File: src/rtl/mem_arb_pkg.sv
// Shared types for the two-port memory arbiter.
// State encoding, port index and lock counter sizing.
package mem_arb_pkg;

    typedef enum logic {
        ARB    = 1'b0,
        LOCKED = 1'b1
    } arb_state_e;

    typedef logic port_t;

    localparam int LOCK_MAX_DEF = 4;

    function automatic int lock_cnt_w(input int lock_max);
        return $clog2(lock_max + 1);
    endfunction

    localparam int LOCK_CNT_W = lock_cnt_w(LOCK_MAX_DEF);

endpackage

File: src/rtl/mem_arbiter_if.sv
// Requester and memory-side signal bundle of the arbiter.
// slave = arbiter view, master = core/memory view.
interface mem_arbiter_if #(
    parameter int AWIDTH = 16,
    parameter int DWIDTH = 16
);
    logic              req0, req1;
    logic              we0, we1;
    logic              lock0, lock1;
    logic [AWIDTH-1:0] addr0, addr1;
    logic [DWIDTH-1:0] wdata0, wdata1;
    logic              gnt0, gnt1;
    logic              rvalid0, rvalid1;
    logic [DWIDTH-1:0] rdata0, rdata1;
    logic [AWIDTH-1:0] mem_raddr;
    logic              mem_we;
    logic [AWIDTH-1:0] mem_waddr;
    logic [DWIDTH-1:0] mem_wdata;
    logic [DWIDTH-1:0] mem_rdata;

    modport slave (
        input  req0, req1, we0, we1, lock0, lock1,
        input  addr0, addr1, wdata0, wdata1,
        output gnt0, gnt1, rvalid0, rvalid1, rdata0, rdata1,
        output mem_raddr, mem_we, mem_waddr, mem_wdata,
        input  mem_rdata
    );

    modport master (
        output req0, req1, we0, we1, lock0, lock1,
        output addr0, addr1, wdata0, wdata1,
        input  gnt0, gnt1, rvalid0, rvalid1, rdata0, rdata1,
        input  mem_raddr, mem_we, mem_waddr, mem_wdata,
        output mem_rdata
    );

endinterface

File: src/rtl/rr_pick2.sv
// Combinational two-way round-robin picker.
// A lone requester always wins; on contention prio_i wins.
module rr_pick2
    import mem_arb_pkg::*;
(
    input  logic [1:0] req_i,
    input  port_t      prio_i,
    output logic [1:0] gnt_o
);

    assign gnt_o[0] = req_i[0] & (~req_i[1] | ~prio_i);
    assign gnt_o[1] = req_i[1] & (~req_i[0] |  prio_i);

endmodule

File: src/rtl/mem_arbiter.sv
// Two-port memory arbiter: round-robin with bounded lock,
// single grant per cycle, 1-cycle read return to the issuer.
module mem_arbiter #(
    parameter int AWIDTH   = 16,
    parameter int DWIDTH   = 16,
    parameter int LOCK_MAX = 4
) (
    input  logic          clk,
    input  logic          rst_n,
    mem_arbiter_if.slave  bus
);
    import mem_arb_pkg::*;

    localparam int CW = lock_cnt_w(LOCK_MAX);
    typedef logic [CW-1:0] cnt_t;
    localparam cnt_t CNT_MAX = cnt_t'(LOCK_MAX);

    arb_state_e        state_q, state_d;
    port_t             owner_q, owner_d;
    port_t             prio_q, prio_d;
    port_t             rd_owner_q, rd_owner_d;
    cnt_t              cnt_q, cnt_d;
    logic              rvalid_q, rvalid_d;
    logic [AWIDTH-1:0] raddr_q, raddr_d;

    logic [1:0]        req;
    logic [1:0]        pick;
    logic [1:0]        gnt;
    logic              hold;
    logic              any;
    port_t             pick_prio;
    port_t             g;
    logic              g_we;
    logic              g_lock;
    logic [AWIDTH-1:0] g_addr;
    logic [DWIDTH-1:0] g_wdata;
    cnt_t              cnt_inc;

    assign req       = {bus.req1, bus.req0};
    assign hold      = (state_q == LOCKED) && req[owner_q];
    // An idle owner gives up the lock; the other port then has priority.
    assign pick_prio = (state_q == LOCKED) ? ~owner_q : prio_q;

    rr_pick2 u_pick (
        .req_i  (req),
        .prio_i (pick_prio),
        .gnt_o  (pick)
    );

    always_comb begin
        gnt = 2'b00;
        if (rst_n) begin
            if (hold) gnt = owner_q ? 2'b10 : 2'b01;
            else      gnt = pick;
        end
    end

    assign any     = |gnt;
    assign g       = gnt[1];
    assign g_we    = g ? bus.we1    : bus.we0;
    assign g_lock  = g ? bus.lock1  : bus.lock0;
    assign g_addr  = g ? bus.addr1  : bus.addr0;
    assign g_wdata = g ? bus.wdata1 : bus.wdata0;
    assign cnt_inc = cnt_q + cnt_t'(1);

    always_comb begin
        state_d = state_q;
        owner_d = owner_q;
        prio_d  = prio_q;
        cnt_d   = cnt_q;
        unique case (1'b1)
            hold: begin
                prio_d = ~owner_q;
                cnt_d  = cnt_inc;
                if (!g_lock || cnt_inc == CNT_MAX) begin
                    state_d = ARB;
                    cnt_d   = '0;
                end
            end
            (any && !hold): begin
                prio_d = ~g;
                if (g_lock) begin
                    state_d = LOCKED;
                    owner_d = g;
                    cnt_d   = cnt_t'(1);
                end else begin
                    state_d = ARB;
                    cnt_d   = '0;
                end
            end
            (state_q == LOCKED && !hold && !any): begin
                state_d = ARB;
                prio_d  = ~owner_q;
                cnt_d   = '0;
            end
            default: ;
        endcase
    end

    assign rvalid_d   = any & ~g_we;
    assign rd_owner_d = rvalid_d ? g : rd_owner_q;
    assign raddr_d    = any ? g_addr : raddr_q;

    always_ff @(posedge clk or negedge rst_n) begin
        if (!rst_n) begin
            state_q    <= ARB;
            owner_q    <= 1'b0;
            prio_q     <= 1'b0;
            cnt_q      <= '0;
            rvalid_q   <= 1'b0;
            rd_owner_q <= 1'b0;
            raddr_q    <= '0;
        end else begin
            state_q    <= state_d;
            owner_q    <= owner_d;
            prio_q     <= prio_d;
            cnt_q      <= cnt_d;
            rvalid_q   <= rvalid_d;
            rd_owner_q <= rd_owner_d;
            raddr_q    <= raddr_d;
        end
    end

    assign bus.gnt0      = gnt[0];
    assign bus.gnt1      = gnt[1];
    assign bus.rvalid0   = rvalid_q & ~rd_owner_q;
    assign bus.rvalid1   = rvalid_q &  rd_owner_q;
    assign bus.rdata0    = bus.mem_rdata;
    assign bus.rdata1    = bus.mem_rdata;
    assign bus.mem_raddr = any ? g_addr : raddr_q;
    assign bus.mem_we    = any & g_we;
    assign bus.mem_waddr = g_addr;
    assign bus.mem_wdata = g_wdata;

endmodule

File: src/flat_wrapper.sv
// flat-port wrapper written by rule: the top's interface ports become plain ports
module mem_arbiter_flat import mem_arb_pkg::*;
#(
    parameter int AWIDTH   = 16,
    parameter int DWIDTH   = 16,
    parameter int LOCK_MAX = 4
)
  (clk, rst_n, bus_req0, bus_req1, bus_we0, bus_we1, bus_lock0, bus_lock1, bus_addr0, bus_addr1, bus_wdata0, bus_wdata1, bus_gnt0, bus_gnt1, bus_rvalid0, bus_rvalid1, bus_rdata0, bus_rdata1, bus_mem_raddr, bus_mem_we, bus_mem_waddr, bus_mem_wdata, bus_mem_rdata);
  mem_arbiter_if #(.AWIDTH(AWIDTH), .DWIDTH(DWIDTH)) bus_i ();
  input  logic clk;
  input  logic rst_n;
  input wire logic [$bits(bus_i.req0)-1:0] bus_req0;
  input wire logic [$bits(bus_i.req1)-1:0] bus_req1;
  input wire logic [$bits(bus_i.we0)-1:0] bus_we0;
  input wire logic [$bits(bus_i.we1)-1:0] bus_we1;
  input wire logic [$bits(bus_i.lock0)-1:0] bus_lock0;
  input wire logic [$bits(bus_i.lock1)-1:0] bus_lock1;
  input wire logic [$bits(bus_i.addr0)-1:0] bus_addr0;
  input wire logic [$bits(bus_i.addr1)-1:0] bus_addr1;
  input wire logic [$bits(bus_i.wdata0)-1:0] bus_wdata0;
  input wire logic [$bits(bus_i.wdata1)-1:0] bus_wdata1;
  output wire logic [$bits(bus_i.gnt0)-1:0] bus_gnt0;
  output wire logic [$bits(bus_i.gnt1)-1:0] bus_gnt1;
  output wire logic [$bits(bus_i.rvalid0)-1:0] bus_rvalid0;
  output wire logic [$bits(bus_i.rvalid1)-1:0] bus_rvalid1;
  output wire logic [$bits(bus_i.rdata0)-1:0] bus_rdata0;
  output wire logic [$bits(bus_i.rdata1)-1:0] bus_rdata1;
  output wire logic [$bits(bus_i.mem_raddr)-1:0] bus_mem_raddr;
  output wire logic [$bits(bus_i.mem_we)-1:0] bus_mem_we;
  output wire logic [$bits(bus_i.mem_waddr)-1:0] bus_mem_waddr;
  output wire logic [$bits(bus_i.mem_wdata)-1:0] bus_mem_wdata;
  input wire logic [$bits(bus_i.mem_rdata)-1:0] bus_mem_rdata;
  assign bus_i.req0 = bus_req0;
  assign bus_i.req1 = bus_req1;
  assign bus_i.we0 = bus_we0;
  assign bus_i.we1 = bus_we1;
  assign bus_i.lock0 = bus_lock0;
  assign bus_i.lock1 = bus_lock1;
  assign bus_i.addr0 = bus_addr0;
  assign bus_i.addr1 = bus_addr1;
  assign bus_i.wdata0 = bus_wdata0;
  assign bus_i.wdata1 = bus_wdata1;
  assign bus_gnt0 = bus_i.gnt0;
  assign bus_gnt1 = bus_i.gnt1;
  assign bus_rvalid0 = bus_i.rvalid0;
  assign bus_rvalid1 = bus_i.rvalid1;
  assign bus_rdata0 = bus_i.rdata0;
  assign bus_rdata1 = bus_i.rdata1;
  assign bus_mem_raddr = bus_i.mem_raddr;
  assign bus_mem_we = bus_i.mem_we;
  assign bus_mem_waddr = bus_i.mem_waddr;
  assign bus_mem_wdata = bus_i.mem_wdata;
  assign bus_i.mem_rdata = bus_mem_rdata;
  mem_arbiter #(.AWIDTH(AWIDTH), .DWIDTH(DWIDTH), .LOCK_MAX(LOCK_MAX)) u_core (.clk(clk), .rst_n(rst_n), .bus(bus_i));
endmodule
File: config.mk
export PLATFORM = sky130hd
export DESIGN_NAME = mem_arbiter_flat
export DESIGN_NICKNAME = d
export VERILOG_FILES = /design/src/rtl/mem_arb_pkg.sv /design/src/rtl/mem_arbiter_if.sv /design/src/rtl/rr_pick2.sv /design/src/rtl/mem_arbiter.sv /design/src/flat_wrapper.sv
export SDC_FILE = /design/constraint.sdc
export NUM_CORES = 1
export LEC_CHECK = 0
export CAP_MARGIN = 20
export CORE_MARGIN = 5
export CORE_UTILIZATION = 35
export DETAILED_ROUTE_END_ITERATION = 8
export DONT_BUFFER_PORTS = 1
export PLACE_DENSITY_LB_ADDON = 0.3
export SLEW_MARGIN = 0
export SYNTH_ARGS = -nofsm -noshare
export SYNTH_HDL_FRONTEND = slang
export SYNTH_SLANG_ARGS = --single-unit
File: constraint.sdc
create_clock -name clk -period 3.3 [get_ports clk]
set_input_delay 0.165 -clock clk [delete_from_list [all_inputs] [get_ports clk]]
set_output_delay 0.165 -clock clk [all_outputs]
set_load 0.01 [all_outputs]
==> results of run 1 <==
stage by stage:
stage	power, mW	worst slack, ns
2_1_floorplan	0.616	1.31
3_5_place_dp	0.607	0.888
5_1_grt	0.861	0.489
6_report	0.807	0.600
3_3_place_gp	0.598	0.964
4_1_cts	0.824	0.591
layout make-up:
type | instances | area, um2
Fill cell | 508 | 3400
Sequential cell | 24 | 601
Clock buffer | 4 | 55.1
Inverter | 3 | 11.3
Tap cell | 70 | 87.6
Timing Repair Buffer | 3 | 37.5
Multi-Input combinational cell | 96 | 882
placed cells by master, fill, tap and decap left out, types with 3 or more instances in the layout:
| cell type | synthesis | layout |
|---|---|---|
| nand2_1 | 5 | 5 |
| mux2_2 | 49 | 49 |
| dfrtp_1 | 24 | 24 |
| a21oi_1 | 5 | 5 |
| nor2_1 | 3 | 3 |
| inv_1 | 3 | 3 |
| o21ai_0 | 6 | 6 |
| clkbuf_8 | 1 | 4 |
registers in the layout, indices dropped and copies added, names as in the netlist:
name / cells
u_core.rd_owner_q: 1
u_core.state_q: 1
u_core.owner_q: 1
u_core.raddr_q: 16
u_core.rvalid_q: 1
u_core.cnt_q: 3
u_core.prio_q: 1
logic make-up (layout without fill, tap and decap cells):
| kind of cell | count (synthesis) | after routing |
|---|---|---|
| mux | 52 | 52 |
| simple gates | 18 | 18 |
| flops | 24 | 24 |
| buf+inv | 42 | 10 |
| compound gates | 23 | 23 |
| xor+xnor | 1 | 1 |
| fa+ha+maj | 2 | 2 |
metal layers:
layer  share of wire [%]  vias to the layer above
li1                    -                      473
met1                  35                      512
met5                   0                        -
met4                 1.7                        0
met3                  13                       15
met2                  50                      105
path summary, 6_finish.rpt:
kind                                    from                  to  slack [ns]  depth (start not counted)
hold / removal                      bus_req0       u_core.prio_q        0.03                          1
setup reg to reg              u_core.state_q   u_core.raddr_q[9]        0.91                          4
setup / recovery              u_core.state_q    bus_mem_raddr[9]        0.60                          4
min in group asynchronous              rst_n   u_core.raddr_q[2]        0.32                          2
hold reg to reg            u_core.rd_owner_q   u_core.rd_owner_q        0.53                          1
max in group asynchronous              rst_n  u_core.raddr_q[13]        2.83                          2
cell usage after synthesis (all sizes together), types with 2 or more instances:
cell	count
a21oi	6
a22o	2
and2	2
buf	38
dfrtp	24
ha	2
inv	3
mux2	49
mux2i	3
nand2	5
nand3	2
nor2	3
nor2b	2
nor4	2
o211ai	2
o21ai	6
power by group through the flow:
stage	combinational, mW	sequential, mW	clock (mW)
after global routing	0.265	0.371	0.225
final	0.240	0.365	0.202
after CTS	0.245	0.366	0.213
after global placement	0.230	0.368	0
after floorplan	0.255	0.361	0
after detailed placement	0.236	0.371	0
==> results_dict.tcl, run 1 <==
set metrics [dict create \
    async_flop_share_pct 100 \
    fin_crit_sh_pct 81.8 \
    worst_slew_pin_slew_ns 0.898 \
    via_count 1105 \
    whs_ns 0.0278 \
    synth-simple-area-share_pct 4.99 \
    design_area_um2 1670 \
    synth_compound_area_share_pct 9.08 \
    slew_violations 0 \
    die_h_um 81.8 \
    arrival_ns 2.54 \
    postCtsSetupBuffers 0 \
    end_kind "primary output" \
    use_met1_pct 13.5 \
    rows 26 \
    worstPathMaxFanout 29 \
    synth.top_cell.area_share_pct 33.3 \
    worstPathRequired_ns 3.13 \
    placed_cells 194 \
    fin_cells 200 \
    synth.yosys.seq_area_share_pct 33.3 \
    grt_use_met2_pct 23.9 \
    synthMuxAreaShare_pct 32.9 \
    powerDensity_nw_per_um2 482 \
    utilization_pct 33.0 \
    insertion_delay_ns 0.27 \
    clock_sinks 24 \
    syn_avg_cell_area_um2 11.1 \
    slew_headroom_pct 40.0 \
    p_comb_share_pct 29.8 \
    synth-xor-area-share_pct 0.485 \
    drive_gt1_share_pct 44.6 \
    die_area_um2 6690 \
    crit_buf_inv 0 \
    p_seq_share_pct 45.2 \
    die_w_um 81.8 \
    synth_top_family_by_area "multiplexers" \
    grt_pass1_wl_um 6790 \
    status "completed" \
    ir_worst_vdd_mv 0.179 \
    drcViolationCount 0 \
    antenna_found_initial 0 \
    clkPwrFrac_pct 25.0 \
    io_buffers 0 \
    gp_congestion 0.774 \
    min_period_ns 2.70 \
    nets 221 \
    grt_max_degree 30 \
    internal_power_uw 549 \
    start_util_pct 35.6 \
    wl_per_cell_um 22.4 \
    drv_cap 0 \
    setup_viol 0 \
    htreeDepth 1 \
    max_stage_delay_ns 0.73 \
    yosysTopAreaCell "dfrtp_1" \
    final-hold-violation-count 0 \
    use_met3_pct 6.03 \
    synthDistinctLibCells 32 \
    fin_worst_skew_ns 0.00391 \
    grt_pass1_vias 1331 \
    synth_edf_count 0 \
    grt_setup_unrepaired "false" \
    synth_cells 162 \
    wirelength_um 4480 \
    dp.final_hpwl_um 3630 \
    cp_top_family "multiplexers" \
    cpMaxStageDelayCell "a21oi_4" \
    core_area_um2 5070 \
    syn2layout_area_growth_pct -7.28 \
    drt-initial-drc-count 17 \
    hp-class "in -> reg" \
    power_leakage_nw 0.655 \
    busiest_layer "met2" \
    setup_tns_ns 0 \
    cts_max_path_buffers 2 \
    numCtsBuffers 3 \
    dr.pass1.iters 4 \
    overflow 0 \
    root_buffer "clkbuf_8" \
    crit_top_cell "mux2_2" \
    start_kind "flip-flop" \
    switchingPower_uw 258 \
    cts-hold-fix-buffers 2 \
    synth_nets 252 \
    yosysWarnings 0 \
    dpl-instance-area_um2 1590 \
    vias_per_cell 5.53 \
    antenna_cells 0 \
    swShare_pct 31.9 \
    yosys.area_share.adder_pct 1.39 \
    synth_ff_type "dfrtp_1" \
    yosys-top-cells-area "dfrtp_1 (33%), mux2_2 (31%), buf_4 (13%), o21ai_0 (1.7%), a21oi_1 (1.4%)" \
    grt_usage_pct 13.4 \
    synth_seq_cells 24 \
    synth_area_um2 1810 \
    critPathKind "reg -> out" \
    cts_tree "done" \
    ctsResizeCount 0 \
    antenna_left 0 \
    clk_pin_slew_ns 0.09 \
    fmax_ghz 0.370 \
    top_level_ports 173 \
    crit_chain "mux2i_4 -> a21oi_4 -> mux2_2 -> mux2_2" \
]
Power figures use the tool's default switching activity.
==> run 2: changes to the inputs <==
- clock period: 3.3 -> 2.8 ns (I/O delays scaled with it)
==> results_dict.tcl, run 2 (synthesis gave the netlist of run 1 again) <==
set metrics [dict create \
    antenna_left 0 \
    drt-initial-drc-count 77 \
    dpl-instance-area_um2 1600 \
    hp-class "in -> reg" \
    die_area_um2 6690 \
    p_seq_share_pct 46.6 \
    final_common_cell "mux2_2" \
    cpMaxStageDelayCell "a21oi_4" \
    crit_chain "mux2i_4 -> a21oi_4 -> mux2_2 -> mux2_2" \
    cts_max_path_buffers 2 \
    internal_power_uw 620 \
    overflow 0 \
    register_area_um2 601 \
    slew_headroom_pct 40.8 \
    htreeDepth 1 \
    setup_viol 0 \
    clkPwrFrac_pct 22.3 \
    drv_cap 0 \
    grt_max_degree 25 \
    drcViolationCount 0 \
    fin_crit_sh_pct 87.1 \
    die_w_um 81.8 \
    arrival_ns 2.30 \
    antenna_cells 0 \
    via_count 1119 \
    grt_setup_unrepaired "false" \
    utilization_pct 32.9 \
    die_h_um 81.8 \
    clock_sinks 24 \
    critPathKind "reg -> out" \
    wl_per_cell_um 23.1 \
    ir_worst_vdd_mv 0.247 \
    cts-hold-fix-buffers 2 \
    worst_slew_pin_slew_ns 0.889 \
    total_power_uw 923 \
    min_period_ns 2.44 \
    dp.final_hpwl_um 3740 \
    io_buffers 0 \
    whs_ns 0.0159 \
    dr.pass1.iters 5 \
    insertion_delay_ns 0.26 \
    switchingPower_uw 303 \
    worstPathRequired_ns 2.66 \
    max_stage_delay_ns 0.52 \
    grt_pass1_vias 1279 \
    fmax_ghz 0.410 \
    core_area_um2 5070 \
    slew_violations 0 \
    place_ws_ns 0.625 \
    setup_ws_ns 0.361 \
    ctsResizeCount 0 \
    antenna_found_initial 0 \
    fill_cells 510 \
    setup_tns_ns 0 \
    wirelength_um 4610 \
    top_level_ports 173 \
    postCtsSetupBuffers 0 \
    start_kind "flip-flop" \
    power_leakage_nw 0.653 \
    fin_worst_skew_ns 0.00405 \
    final_cell_mix "mux2_2 (49), dfrtp_1 (24), o21ai_0 (6), nand2_1 (5), a21oi_1 (5)" \
    design_area_um2 1670 \
    numCtsBuffers 3 \
    final-hold-violation-count 0 \
    grt_pass1_wl_um 6840 \
    p_comb_share_pct 31.1 \
    worstPathMaxFanout 18 \
    largest_reg_flops 16 \
    status "completed" \
    rows 26 \
    placed_cells 195 \
    powerDensity_nw_per_um2 554 \
    cts_tree "done" \
    swShare_pct 32.8 \
    largest_register "u_core.raddr_q" \
    clk_pin_slew_ns 0.09 \
    gp_congestion 0.755 \
    drive_gt1_share_pct 44.6 \
    nets 222 \
    start_util_pct 35.6 \
    largestRegisters "u_core.raddr_q (16), u_core.cnt_q (3)" \
    end_kind "primary output" \
    grt_usage_pct 13.5 \
    multiInputGateArea_um2 882 \
    vias_per_cell 5.60 \
    root_buffer "clkbuf_8" \
    crit_top_cell "mux2_2" \
    syn2layout_area_growth_pct -7.62 \
    fin_cells 200 \
]
run 2: cell count changes in the layout (fill, tap and decap cells not counted), sizes merged:
cell    previous run  this run
buf                2         3
clkbuf             4         3
run 2: path summary, 6_finish.rpt:
| kind | end | slack [ns] | start | depth (start not counted) |
|---|---|---|---|---|
| worst max-delay path | bus_mem_raddr[11] | 0.36 | u_core.state_q | 4 |
| worst min-delay path | u_core.prio_q | 0.02 | bus_req0 | 1 |
| worst max register to register | u_core.raddr_q[11] | 0.64 | u_core.state_q | 4 |
| worst min register to register | u_core.rd_owner_q | 0.54 | u_core.rd_owner_q | 1 |
| max in group asynchronous | u_core.rd_owner_q | 2.37 | rst_n | 2 |
| min in group asynchronous | u_core.raddr_q[2] | 0.29 | rst_n | 2 |
run 2: metal layers:
layer / up-vias / share of wire [%] / global-route usage [%]
li1: 477 / - / -
met1: 510 / 35 / 13.8
met2: 112 / 49 / 23.7
met3: 20 / 14 / 6.14
met4: 0 / 2.4 / 5.65
met5: - / 0 / 0
run 2: power by group through the flow:
stage	registers, mW	logic [mW]	clock network, mW
global placement	0.434	0.272	0
floorplan	0.426	0.300	0
CTS	0.432	0.292	0.211
global route	0.438	0.316	0.222
detailed placement	0.437	0.280	0
finish	0.431	0.287	0.206
run 2: cell type report:
| class | instances | share of cell area (%) |
|---|---|---|
| sequential | 24 | 36.0 |
| timing repair buffer | 4 | 2.70 |
| inverter | 3 | 0.675 |
| clock buffer | 3 | 2.48 |
| multi-input combinational | 96 | 52.9 |
| tap | 70 | 5.25 |
run 2: critical path: cells and delay by family (launching register included):
family	cells	cell delay [ns]
compound gates	1	0.52
flops	1	0.49
mux	3	1.01
